`src/rtl/dac_stream_seq_pkg.sv`:
```
// Shared types and constants for the DAC stream sequencer: FSM states, SPI peripheral
// register offsets and the DAC command word layout.
package dac_stream_seq_pkg;

  typedef enum logic [2:0] {
    ST_CFG0   = 3'd0,
    ST_CFG1   = 3'd1,
    ST_CFG2   = 3'd2,
    ST_IDLE   = 3'd3,
    ST_WR_A   = 3'd4,
    ST_POLL_A = 3'd5,
    ST_WR_B   = 3'd6,
    ST_POLL_B = 3'd7
  } seq_state_t;

  localparam logic [3:0] REG_DATA = 4'h0;
  localparam logic [3:0] REG_STAT = 4'h4;
  localparam logic [3:0] REG_CYC  = 4'h8;
  localparam logic [3:0] REG_DIV  = 4'hC;

  localparam logic [3:0] DAC_CMD       = 4'h3;
  localparam int         STAT_DONE_BIT = 31;

  // {8'h00, command, channel, code}: channel 0 = A, 1 = B.
  function automatic logic [31:0] dac_word(input logic ch_b, input logic [15:0] code);
    return {8'h00, DAC_CMD, {3'b000, ch_b}, code};
  endfunction

endpackage

```
`src/rtl/simple_bus_txn.sv`:
```
// Single-transaction issuer for the simple bus: turns a one-cycle start into a one-cycle
// wr/rd pulse, holds address/data until the matching Done, and reports completion.
module simple_bus_txn #(
  parameter int ADDR_W = 4,
  parameter int DATA_W = 32
) (
  input  logic              clk_i,
  input  logic              rst_ni,
  input  logic              start_i,
  input  logic              is_rd_i,
  input  logic [ADDR_W-1:0] addr_i,
  input  logic [DATA_W-1:0] data_i,
  output logic              wr_o,
  output logic              rd_o,
  output logic [ADDR_W-1:0] wr_addr_o,
  output logic [DATA_W-1:0] wr_data_o,
  output logic [ADDR_W-1:0] rd_addr_o,
  input  logic              wr_done_i,
  input  logic              rd_done_i,
  input  logic [DATA_W-1:0] rd_data_i,
  output logic              done_o,
  output logic [DATA_W-1:0] rdata_o
);

  logic              wr_q, rd_q;
  logic [ADDR_W-1:0] wr_addr_q, rd_addr_q;
  logic [DATA_W-1:0] wr_data_q;
  logic              pending_q, pend_rd_q;

  // Done counts only while a transaction of the matching kind is outstanding.
  assign done_o  = pending_q & (pend_rd_q ? rd_done_i : wr_done_i);
  assign rdata_o = rd_data_i;

  always_ff @(posedge clk_i or negedge rst_ni) begin
    if (!rst_ni) begin
      wr_q      <= 1'b0;
      rd_q      <= 1'b0;
      wr_addr_q <= '0;
      wr_data_q <= '0;
      rd_addr_q <= '0;
      pending_q <= 1'b0;
      pend_rd_q <= 1'b0;
    end else begin
      wr_q <= start_i & ~is_rd_i;
      rd_q <= start_i & is_rd_i;
      if (start_i) begin
        pending_q <= 1'b1;
        pend_rd_q <= is_rd_i;
        if (is_rd_i) begin
          rd_addr_q <= addr_i;
        end else begin
          wr_addr_q <= addr_i;
          wr_data_q <= data_i;
        end
      end else if (done_o) begin
        pending_q <= 1'b0;
      end
    end
  end

  assign wr_o      = wr_q;
  assign rd_o      = rd_q;
  assign wr_addr_o = wr_addr_q;
  assign wr_data_o = wr_data_q;
  assign rd_addr_o = rd_addr_q;

endmodule

```
`src/rtl/dac_stream_sequencer.sv`:
```
// Programs the SPI peripheral after reset, then streams A/B DAC sample pairs over the simple bus.
// Optional POLL_TIMEOUT_EN: bounds status polling per word and flags err on expiry.
module dac_stream_sequencer
  import dac_stream_seq_pkg::*;
#(
  parameter int          ADDR_W     = 4,
  parameter int          DATA_W     = 32,
  parameter logic [23:0] INIT_WORD  = 24'h508000,
  parameter logic [31:0] CYCLE_MAX  = 32'h18,
  parameter logic [31:0] SAMPLE_DIV = 32'h258,
  parameter int          POLL_LIMIT = 1024
) (
  input  logic              M_AXI_ACLK,
  input  logic              M_AXI_ARESETN,
  input  logic              enable,
  input  logic              s_valid,
  output logic              s_ready,
  input  logic [15:0]       s_data_a,
  input  logic [15:0]       s_data_b,
  output logic [ADDR_W-1:0] wrAddr,
  output logic [DATA_W-1:0] wrData,
  output logic              wr,
  input  logic              wrDone,
  output logic [ADDR_W-1:0] rdAddr,
  output logic              rd,
  input  logic [DATA_W-1:0] rdData,
  input  logic              rdDone,
  output logic              cfg_done,
  output logic              busy,
  output logic              err,
  output logic [2:0]        dbg_state_o
);

  seq_state_t state_q, state_d;
  logic       issued_q, issued_d;
  logic       busy_q, busy_d;
  logic       cfg_done_q, cfg_done_d;
  logic [15:0] code_a_q, code_a_d, code_b_q, code_b_d;

  logic              txn_start, txn_is_rd, txn_done;
  logic [ADDR_W-1:0] txn_addr;
  logic [DATA_W-1:0] txn_data, txn_rdata;
  logic              in_poll, ready_c;
  logic              unused_rdata;

`ifdef POLL_TIMEOUT_EN
  logic        err_q, err_d;
  logic [15:0] poll_cnt_q, poll_cnt_d;
`endif

  assign in_poll      = (state_q == ST_POLL_A) || (state_q == ST_POLL_B);
  assign unused_rdata = ^txn_rdata;

  // Sample handshake: a pair transfers on a clock edge where s_valid & s_ready; s_ready is
  // only offered in IDLE, and the source must hold s_valid/data until it sees s_ready.
  always_comb begin
    state_d    = state_q;
    issued_d   = issued_q;
    busy_d     = busy_q;
    cfg_done_d = cfg_done_q;
    code_a_d   = code_a_q;
    code_b_d   = code_b_q;
    txn_start  = 1'b0;
    txn_is_rd  = 1'b0;
    txn_addr   = ADDR_W'(REG_DATA);
    txn_data   = '0;
    ready_c    = 1'b0;
`ifdef POLL_TIMEOUT_EN
    err_d      = err_q;
    poll_cnt_d = poll_cnt_q;
`endif

    case (state_q)
      ST_CFG0: begin
        txn_data = DATA_W'(INIT_WORD);
        if (txn_done) state_d = ST_CFG1;
      end
      ST_CFG1: begin
        txn_addr = ADDR_W'(REG_CYC);
        txn_data = DATA_W'(CYCLE_MAX);
        if (txn_done) state_d = ST_CFG2;
      end
      ST_CFG2: begin
        txn_addr = ADDR_W'(REG_DIV);
        txn_data = DATA_W'(SAMPLE_DIV);
        if (txn_done) begin
          state_d    = ST_IDLE;
          cfg_done_d = 1'b1;
        end
      end
      ST_IDLE: begin
        ready_c = enable & cfg_done_q & ~busy_q;
        if (ready_c && s_valid) begin
          code_a_d = s_data_a;
          code_b_d = s_data_b;
          busy_d   = 1'b1;
          state_d  = ST_WR_A;
        end
      end
      ST_WR_A: begin
        txn_data = DATA_W'(dac_word(1'b0, code_a_q));
        if (txn_done) state_d = ST_POLL_A;
      end
      ST_WR_B: begin
        txn_data = DATA_W'(dac_word(1'b1, code_b_q));
        if (txn_done) state_d = ST_POLL_B;
      end
      ST_POLL_A, ST_POLL_B: begin
        txn_is_rd = 1'b1;
        txn_addr  = ADDR_W'(REG_STAT);
      end
      default: state_d = ST_CFG0;
    endcase

    // A not-done status read is reissued in the same cycle its rdDone is seen.
    if (in_poll && txn_done) begin
      if (txn_rdata[STAT_DONE_BIT]) begin
        if (state_q == ST_POLL_A) begin
          state_d = ST_WR_B;
        end else begin
          state_d = ST_IDLE;
          busy_d  = 1'b0;
        end
      end else begin
`ifdef POLL_TIMEOUT_EN
        if (poll_cnt_q == 16'(POLL_LIMIT - 1)) begin
          state_d = ST_IDLE;
          busy_d  = 1'b0;
          err_d   = 1'b1;
        end else begin
          poll_cnt_d = poll_cnt_q + 16'd1;
          txn_start  = 1'b1;
        end
`else
        txn_start = 1'b1;
`endif
      end
    end

    if (state_d != state_q) begin
      issued_d = 1'b0;
`ifdef POLL_TIMEOUT_EN
      poll_cnt_d = '0;
`endif
    end else if (state_q != ST_IDLE && !issued_q) begin
      txn_start = 1'b1;
      issued_d  = 1'b1;
    end
  end

  always_ff @(posedge M_AXI_ACLK or negedge M_AXI_ARESETN) begin
    if (!M_AXI_ARESETN) begin
      state_q    <= ST_CFG0;
      issued_q   <= 1'b0;
      busy_q     <= 1'b0;
      cfg_done_q <= 1'b0;
      code_a_q   <= '0;
      code_b_q   <= '0;
`ifdef POLL_TIMEOUT_EN
      err_q      <= 1'b0;
      poll_cnt_q <= '0;
`endif
    end else begin
      state_q    <= state_d;
      issued_q   <= issued_d;
      busy_q     <= busy_d;
      cfg_done_q <= cfg_done_d;
      code_a_q   <= code_a_d;
      code_b_q   <= code_b_d;
`ifdef POLL_TIMEOUT_EN
      err_q      <= err_d;
      poll_cnt_q <= poll_cnt_d;
`endif
    end
  end

  simple_bus_txn #(
    .ADDR_W(ADDR_W),
    .DATA_W(DATA_W)
  ) u_txn (
    .clk_i     (M_AXI_ACLK),
    .rst_ni    (M_AXI_ARESETN),
    .start_i   (txn_start),
    .is_rd_i   (txn_is_rd),
    .addr_i    (txn_addr),
    .data_i    (txn_data),
    .wr_o      (wr),
    .rd_o      (rd),
    .wr_addr_o (wrAddr),
    .wr_data_o (wrData),
    .rd_addr_o (rdAddr),
    .wr_done_i (wrDone),
    .rd_done_i (rdDone),
    .rd_data_i (rdData),
    .done_o    (txn_done),
    .rdata_o   (txn_rdata)
  );

  assign s_ready     = ready_c;
  assign cfg_done    = cfg_done_q;
  assign busy        = busy_q;
  assign dbg_state_o = state_q;
`ifdef POLL_TIMEOUT_EN
  assign err = err_q;
`else
  assign err = 1'b0;
`endif

endmodule

```
`config.mk`:
```
export PLATFORM = sky130hd
export DESIGN_NAME = dac_stream_sequencer
export DESIGN_NICKNAME = d
export VERILOG_FILES = /design/src/rtl/dac_stream_seq_pkg.sv /design/src/rtl/simple_bus_txn.sv /design/src/rtl/dac_stream_sequencer.sv
export SDC_FILE = /design/constraint.sdc
export NUM_CORES = 1
export LEC_CHECK = 0
export CAP_MARGIN = 20
export CORE_ASPECT_RATIO = 0.9
export CORE_MARGIN = 2
export CORE_UTILIZATION = 47
export CTS_CLUSTER_SIZE = 40
export DETAILED_ROUTE_END_ITERATION = 7
export PLACE_DENSITY = 0.91
export SYNTH_ARGS = -nofsm -noshare
export SYNTH_HDL_FRONTEND = slang
export SYNTH_SLANG_ARGS = --single-unit
```
`constraint.sdc`:
```
create_clock -name M_AXI_ACLK -period 3.55 [get_ports M_AXI_ACLK]
set_clock_uncertainty 0.15 [all_clocks]
set_input_delay 0.71 -clock M_AXI_ACLK [delete_from_list [all_inputs] [get_ports M_AXI_ACLK]]
set_output_delay 0.71 -clock M_AXI_ACLK [all_outputs]
set_load 0.02 [all_outputs]
```
# Yosys cells after proc, flatten, opt, wreduce, memory -nomap -nowiden
# Cells that the tools add are included.
dict set report op_classes {
  n_eq_ne 9
  n_reduce_logical 13
  mux 28
  n_bitwise 7
}
# op count
set ops {}
lappend ops {{$pmux 23 s5} 1}
lappend ops {{$mux 3} 9}
lappend ops {{$pmux 3 s6} 1}
lappend ops {{$mux 1} 16}
lappend ops {{$eq 3x3->1 const B} 4}
lappend ops {{$pmux 4 s3} 1}
lappend ops {{$reduce_and 2->1} 4}
lappend ops {{$eq 3x2->1 const B} 2}
lappend ops {{$and 1x1->1} 5}
lappend ops {{$reduce_bool 2->1} 2}
lappend ops {{$eq 3x1->1 const B} 1}
lappend ops {{$logic_and 1x1->1} 3}
lappend ops {{$logic_not 3->1} 1}
lappend ops {{$ne 3x2->1 const B} 1}
lappend ops {{$ne 3x3->1} 1}
lappend ops {{$not 1->1} 2}
lappend ops {{$reduce_or 2->1} 1}
lappend ops {{$logic_not 1->1} 1}
lappend ops {{$logic_or 1x1->1} 1}
dict set report totals {
  wordCells 70
  output_inout_bits 49
  reg_bits 82
  input_bits 70
}

# Logic depth before layout (Yosys ltp)
# Gate-level depths: netlist (run 1).
dict set report depth {
  depth_word 10
  depth_mapped 7
  ltp_nobuf 6
}

# Modules after synthesis
# Synthesis (run 1) repeated with hierarchy kept, for this count alone.
dict set report hier_totals {
  cells_unflattened 290
  area_unflattened_um2 3908.7
}
# module area_each_um2 seq_area_each_um2 instances cells_per_inst
set by_module_without_submodules {}
lappend by_module_without_submodules {simple_bus_txn 2035.7 1101.1 1 128}
lappend by_module_without_submodules {dac_stream_sequencer 1873.0 950.9 1 162}

# Worst setup path after synthesis (run 1)
# Ideal clock, no wire load.
dict set report synth_timing {
  kind {reg-to-output}
  from {register state_q[0] (netlist: dbg_state_o[0])}
  to {output s_ready}
  n_path_buf 2
  required_ns 2.690
  stages_incl_launch_ff 4
  slack_ns 1.428
  arrival_time_ns 1.262
  path_cell_list {dfrtp_1 buf_2 clkbuf_1 and3_1}
}
dict set report synth_between {
  elab_chain_cells 2
}
# item line_no
set synth_lines {}
lappend synth_lines {{start, declared} dac_stream_sequencer.sv:34} ;# seq_state_t state_q, state_d;
lappend synth_lines {{start signal, assigned} dac_stream_sequencer.sv:164} ;# state_q <= state_d;
lappend synth_lines {{$eq 3x2->1} dac_stream_sequencer.sv:73} ;# case (state_q)
lappend synth_lines {{$mux 1} dac_stream_sequencer.sv:73}
lappend synth_lines {{end, declared} dac_stream_sequencer.sv:17} ;# output logic s_ready,
# No other way between the ends.

# Final worst setup path (run 1)
dict set report layout_timing {
  from {input enable}
  to {output s_ready}
}
dict set report layout_between {
  elab_chain_cells 3
}
# item line_no
set layout_lines {}
lappend layout_lines {{start, declared} dac_stream_sequencer.sv:15} ;# input logic enable,
lappend layout_lines {{$and 1x1->1 (2 in a row)} dac_stream_sequencer.sv:92} ;# ready_c = enable & cfg_done_q & ~busy_q;
lappend layout_lines {{$mux 1} dac_stream_sequencer.sv:73}
# No other way between the ends.

==> impl_metrics.csv, run 1 <==
group,metric,value,unit
timing,rsz0062_at_grt,"false",
worst_setup_path,end_kind,"primary output",
worst_setup_path,worst-path-max-fanout,3,
timing,worst-slew-pin-transition,846,ps
clocking,htree_levels,3,
global_routing,antenna_found_initial,0,
clocking,cts_resized,0,
die,coreArea,6220,um2
worst_setup_path,crit_required,2690,ps
global_routing,grt_use_total,19.4,%
route,vias,2103,
power,power.density,873,nW/um2
timing,timing.slew.headroom,43.4,%
route,ant_nets,0,
power,p_leak,0.00183,uW
synthesis,yosys_warnings,0,
global_routing,grt_pass1_vias,2097,
synthesis,avgSynthCellArea,12.3,um2
timing,finalHoldViolations,0,
clocking,clk_pin_slew,70,ps
placement,dp_hpwl,4.41,mm
die,die_area,7170,um2
finish,fin_nets,389,
clocking,clock_latency,340,ps
synthesis,netlist_top_cells_area,"dfrtp_1 54%, mux2_4 13%, buf_4 4.4%, mux2_2 3.3%, a22oi_1 2.7%",
power,totalPowerFinal,3490,uW
synthesis,postSynthCellCount,248,
synthesis,yosys.area.top_type,"dfrtp_1",
placement,port_buffers,70,
global_routing,grt_max_degree,36,
clocking,cts_made_buffers,9,
timing,slew_violations,0,
synthesis,synth_flop_cell,"dfrtp_1",
route,viasPerCell,5.12,
clocking,cts_setup_buffers,0,
timing,setup-tns-final,0,ps
status,status,"finished clean",
global_routing,grt_pass1_wl,10.2,mm
placement,gp_congestion,0.771,
die,io_pins,119,
clocking,cts_tree,"built",
die,initial_core_util,49.2,%
global_routing,grt_overflow_total,0,
timing,fmax,323,MHz
clocking,clock_sinks,66,
worst_setup_path,arrival,2240,ps
finish,drive_above_1_share,20.4,%
die,fp.dieH,80.5,um
timing,period_share,87.3,%
finish,areaGrowthSynthToFinish,30.7,%
worst_hold_path,holdCritPathClass,"input pin to asynchronous set/reset pin",
route,routed_wl,6.41,mm
synthesis,yosysTopAreaCellShare,54.0,%
route,dr.pass1.iters,4,
worst_setup_path,start_kind,"input pin",
die,die_x,89.0,um
synthesis,synth.distinct_cells,41,
clocking,clock_path_buffers,2,
synthesis,synth_edf_count,0,
timing,finalSetupViolations,0,
clocking,postCtsHoldBufs,0,
power,peakVddDrop,0.422,mV
timing,min_period,3100,ps
job,drv_cap,0,
synthesis,ys_ff_latch,66,
die,placementRows,27,
clocking,cts_root_buf,"clkbuf_8",
finish,diodes,0,
route,drc,0,
synthesis,ys_seq_area_share,54.0,%
worst_setup_path,crit_type,"input pin to primary output",
synthesis,syn_area,3060,um2
synthesis,synthArstFlopShare,100,%
route,wl_per_cell,15.6,um
route,first_iter_violations,141,
==> synth_stat cells, drive strengths merged, types with 5 or more instances <==
library cell	n
nor2	21
a211oi	5
a22oi	11
dfrtp	66
a21oi	17
nand2	11
nor2b	5
buf	27
o21ai	8
mux2	36
==> area by class of cell <==
| class | count | area (um2) |
|---|---|---|
| tap | 87 | 109 |
| inverter | 3 | 12.5 |
| fill | 467 | 2220 |
| sequential | 66 | 1650 |
| timing repair buffer | 75 | 746 |
| clock inverter | 4 | 72.6 |
| multi-input combinational | 164 | 1240 |
| clock buffer | 12 | 165 |
==> layer usage <==
metal | GRT usage, % | vias up | part of all wire [%]
met5 | 0 | - | 0
met4 | 10.7 | 0 | 2.7
met3 | 3.19 | 16 | 5.4
met2 | 29.8 | 81 | 48
met1 | 26.0 | 1019 | 43
li1 | - | 987 | -
==> state kept, by name, indices dropped and copies added, names as in the netlist <==
signal / flops
u_txn.wr_data_o: 20
code_a_q: 16
code_b_q: 16
dbg_state_o: 3
u_txn.rd_addr_o: 2
u_txn.wr_addr_o: 2
busy: 1
cfg_done: 1
issued_q: 1
u_txn.pend_rd_q: 1
u_txn.pending_q: 1
u_txn.rd_o: 1
u_txn.wr_o: 1
==> critical path: stages <==
cell             delay, ps
clkdlybuf4s50_1        450
and4bb_1               280
and3_1                 180
clkdlybuf4s50_1        610
==> final timing paths <==
check,from,slack [ps],cells after the start,end
max reg2reg,dbg_state_o[1],1330,3,code_b_q[9]
max,enable,450,4,s_ready
min in group M_AXI_ACLK,u_txn.rd_addr_o[2],320,1,u_txn.rd_addr_o[2]
min,M_AXI_ARESETN,280,1,code_b_q[3]
max in group asynchronous,M_AXI_ARESETN,2080,2,issued_q
min reg2reg,u_txn.rd_addr_o[2],320,1,u_txn.rd_addr_o[2]
==> cells in the final DEF, fill, tap and decap left out, drive strengths merged <==
master	count
clkdlybuf4s50	69
dfrtp	66
mux2	36
nor2	21
conb	17
a21oi	17
clkbuf	12
a22oi	11
nand2	11
o21ai	8
buf	6
nor2b	5
a211oi	5
nand2b	4
a31oi	4
clkinv	3
and2	2
nand3	2
and3	2
or2	2
a22o	2
a21o	2
o21a	2
bufinv	2
and4bb	1
nand4	1
o211ai	1
a41oi	1
a21boi	1
o22a	1
o221a	1
a311oi	1
nor4	1
a211o	1
inv	1
nand3b	1
clkinvlp	1
==> report_power, final <==
group | leakage [uW] | total (uW) | switching [uW] | internal, uW
clock network | 0.000119 | 735 | 284 | 452
logic | 0.000879 | 1440 | 703 | 735
registers | 0.000829 | 1320 | 237 | 1080
total | 0.00183 | 3490 | 1220 | 2270
==> kinds of logic (layout without fill, tap and decap cells) <==
group	Yosys count	in the layout	share of synthesized area, %
AO/OA/AOI/OAI	58	58	12.9
buffers and inverters	34	94	7.41
flip-flops	66	66	54.0
multiplexers	36	36	16.6
other	1	17	0.123
AND/OR/NAND/NOR	53	53	8.96
==> metrics by stage <==
| stage | util, % | cells | area, um2 | setup WS (ps) | hold slack (ps) |
|---|---|---|---|---|---|
| 6_report | 64.3 | 411 | 4000 | 450 | 277 |
| 5_1_grt | 64.3 | 411 | 4000 | 406 | 333 |
| 4_1_cts | 64.3 | 411 | 4000 | 450 | 287 |
| 3_5_place_dp | 60.5 | 395 | 3760 | 447 | 308 |
| 3_3_place_gp | 60.5 | 395 | 3760 | 489 | 300 |
| 2_1_floorplan | - | 264 | 3120 | 1430 | 264 |
(Power assumes the default switching activity.)
==> inputs of run 2 (changes only) <==
- SLEW_MARGIN: default -> 20
==> results of run 2 <==
Final layout, timing and power as in run 1 (identical DEF).
==> variant 1 (settings of run 2) <==
Add a define of `POLL_TIMEOUT_EN`.
--- a/src/rtl/dac_stream_sequencer.sv
+++ b/src/rtl/dac_stream_sequencer.sv
@@ -1,4 +1,6 @@
 // Programs the SPI peripheral after reset, then streams A/B DAC sample pairs over the simple bus.
 // Optional POLL_TIMEOUT_EN: bounds status polling per word and flags err on expiry.
+`define POLL_TIMEOUT_EN
+
 module dac_stream_sequencer
   import dac_stream_seq_pkg::*;
Function: no difference found for any inputs over 10 cycles, from zero or initial values and one cycle with M_AXI_ARESETN low; that may be too few to reach the edited logic, so the function may still have changed.
==> variant 1 against run 2 <==
- area after synthesis up 26%
- count of clock-buffer cells in the layout fell by 2
- hold slack lost 0.033 ns
- wire length up 35%
- largest power group is now sequential cells
- critical path depth decreased by 1
- sequential cell count rose by 17
- power fell by 1.6%
- final area grew 20%
- worst setup slack better by 0.032 ns
==> variant 1: results (changes against run 2) <==
timing.hold.ws_ns: 0.245  # -0.0328 ns
grt_first_pass_wirelength_mm: 14.6  # +43%
wl_met1_mm: 3.31  # +19%
insertion_delay_ns: 0.36  # +0.02 ns
slowest_stage: "dfrtp_1"
grt_usage: 0.203  # +0.00859
grt_pass1_vias: 3052  # +46%
drtIter0Drc: 210  # +49%
arrival_ns: 2.21  # -0.03 ns
dp_hpwl_mm: 5.90  # +34%
yosysUniqueCellTypes: 50  # +22%
grt_max_degree: 84  # +130%
r2r_slack_ns: 0.77  # -0.56 ns
leakagePower_uw: 0.00213  # +16%
grt_use_met1: 0.249  # -0.0110
pg_comb_uw: 1300  # -9.7%
synthAdderAreaFrac: 0.00324  # +0.00324
synth_mux_area_frac: 0.127  # -0.0387
vias: 2887  # +37%
io_buffers: 71  # +1.4%
nets: 488  # +25%
rr_worst_depth: 5  # +2
synth_compound_area_frac: 0.0933  # -0.0360
critPathTopFamily: "flip-flops"
synth-xor-area-share: 0.0272  # +0.0272
ys_seq_area_frac: 0.538  # -0.00236
worst_slew_pin_slew_ns: 0.943  # +0.0978 ns
status: "completed"
r2r-end: "poll_cnt_q[7]"
dpl_cell_area_sq_um: 4610  # +23%
grt_use_met2: 0.329  # +0.0316
## variant 1: cell count changes after synthesis, moves of 13 or more
cell / before / now
dfrtp_1: 66 / 83
mux2_2: 9 / 32
mux2_4: 27 / 0
mux2i_1: 0 / 13
nand2_1: 10 / 38
o31ai_1: 0 / 14
## variant 1: layout make-up
cell class,instances,area [sq um]
Tap cell,99,124
Sequential cell,83,2080
Clock inverter,6,65.1
Multi-Input combinational cell,243,1640
Clock buffer,10,128
Inverter,5,18.8
Timing Repair Buffer,75,754
Fill cell,625,3220
## variant 1: kinds of logic after synthesis
family / after synthesis
XOR/XNOR: 12
adder cells (fa/ha/maj): 1
other: 1
flip-flops: 83
AO/OA/AOI/OAI: 54
buffers and inverters: 38
AND/OR/NAND/NOR: 115
multiplexers: 45
## variant 1: stage by stage
stage	setup slack [ns]	std cells	power, uW
2_1_floorplan	1.14	364	2240
3_5_place_dp	0.332	505	2760
4_1_cts	0.481	521	3440
6_report	0.482	521	3430
3_3_place_gp	0.406	505	2700
5_1_grt	0.385	521	3630
==> variant 2 (settings of run 2) <==
Made on the original files. Put one more register stage on the output `dbg_state_o`, cleared by the reset. The value now appears one clock later. The other outputs are not delayed to match.
--- a/src/rtl/dac_stream_sequencer.sv
+++ b/src/rtl/dac_stream_sequencer.sv
@@ -200,5 +200,11 @@
   assign cfg_done    = cfg_done_q;
   assign busy        = busy_q;
-  assign dbg_state_o = state_q;
+  always_ff @(posedge M_AXI_ACLK or negedge M_AXI_ARESETN) begin
+    if (!M_AXI_ARESETN) begin
+      dbg_state_o <= '0;
+    end else begin
+      dbg_state_o <= state_q;
+    end
+  end
 `ifdef POLL_TIMEOUT_EN
   assign err = err_q;
Behaviour: not the same (Yosys sat finds a counterexample within 4 cycles, from zero or initial values and one cycle with M_AXI_ARESETN low).
==> variant 2 against run 2 <==
- wire length grew 3.2%
- worst setup slack gained 0.0069 ns
- die area grew 6.6%
- sequential cell count grew 3
- area after synthesis grew 7.0%
- final area grew 3.5%
- largest cell class unchanged
- highest routed layer unchanged
Power is not compared: it rests on default switching activity, and its combinational part moved more than twofold at a synthesized area within 25%.
==> variant 2: results (changes against run 2) <==
async_flop_share: 1.00  # unchanged
drtIter0Drc: 104  # -26%
wl_per_cell_um: 16.3  # +4.5%
dp_hpwl_mm: 4.45  # +0.88%
wl_met1_mm: 2.95  # +6.3%
vias_per_cell: 5.15  # +0.56%
crit-reg2reg-launch: "state_q[0]"
leakagePower_uw: 0.00191
nets: 381  # -2.1%
grt_use_met2: 0.283  # -0.0150
hold_class: "register to register"
post-route-util: 0.621  # -0.0217
critPathTopFamily: "flip-flops"
dp.cells: 390  # -1.3%
grt_usage: 0.186  # -0.00813
wl_met3_um: 353  # +2.3%
fillers: 513  # +9.9%
use_met3: 0.0608  # +0.0289
grt_pass1_vias: 2104  # +0.33%
ys_top_cells_by_count: "69 x dfrtp_1, 28 x mux2_4, 18 x buf_4"
post-place-ws_ns: 0.713  # +0.265 ns
synthTopCellsByArea: "dfrtp_1 53%, mux2_4 13%, mux2_2 5.9%"
rr_worst_depth: 4  # +1
slowest_stage: "dfrtp_1"
avgSynthCellArea_sq_um: 13.6  # +11%
insertion_delay_ns: 0.34  # about the same
r2r-end: "code_b_q[3]"
timing.hold.ws_ns: 0.328  # +0.0502 ns
wl_met2_mm: 3.18  # +2.4%
grt_max_degree: 70  # +94%
ys_seq_area_frac: 0.528  # -0.0122
synth_compound_area_frac: 0.138  # +0.00842
worst_slew_pin_slew_ns: 0.879  # +0.0335 ns
status: "completed"
yosysUniqueCellTypes: 55  # +34%
grt_use_met1: 0.252  # -0.00803
drive_gt1_frac: 0.263  # +0.0590
dpl_cell_area_sq_um: 3940  # +4.7%
r2r_slack_ns: 1.11  # -0.22 ns
globalplace.congestion: 0.843  # +9.4%
critical_path_peak_fanout: 18  # +15
-- variant 2: changes by cell type after synthesis, moves of 4 or more --
cell	delta
a22o_2	+10
nor2_1	-17
mux2_2	+8
inv_1	+13
a22oi_1	-11
buf_2	-4
a21oi_1	-11
-- variant 2: cell type report --
cell class / instances / area share
clock buffers: 10 / 0.0333
clock inverters: 6 / 0.0151
inverters: 14 / 0.0127
multi-input cells: 143 / 0.319
flip-flops and latches: 69 / 0.418
well taps: 90 / 0.0272
repair buffers: 74 / 0.175
-- variant 2: how the worst max path moves through the flow --
stage                          start  endpoint  slack (ns)  cells past startpoint
final                     state_q[0]   s_ready        0.46                      3
after global routing      state_q[0]   s_ready        0.35                      3
after CTS                 state_q[0]   s_ready        0.45                      3
after detailed placement      enable   s_ready        0.71                      3
after global placement        enable   s_ready        0.72                      3
after floorplan           state_q[2]   s_ready        1.64                      3
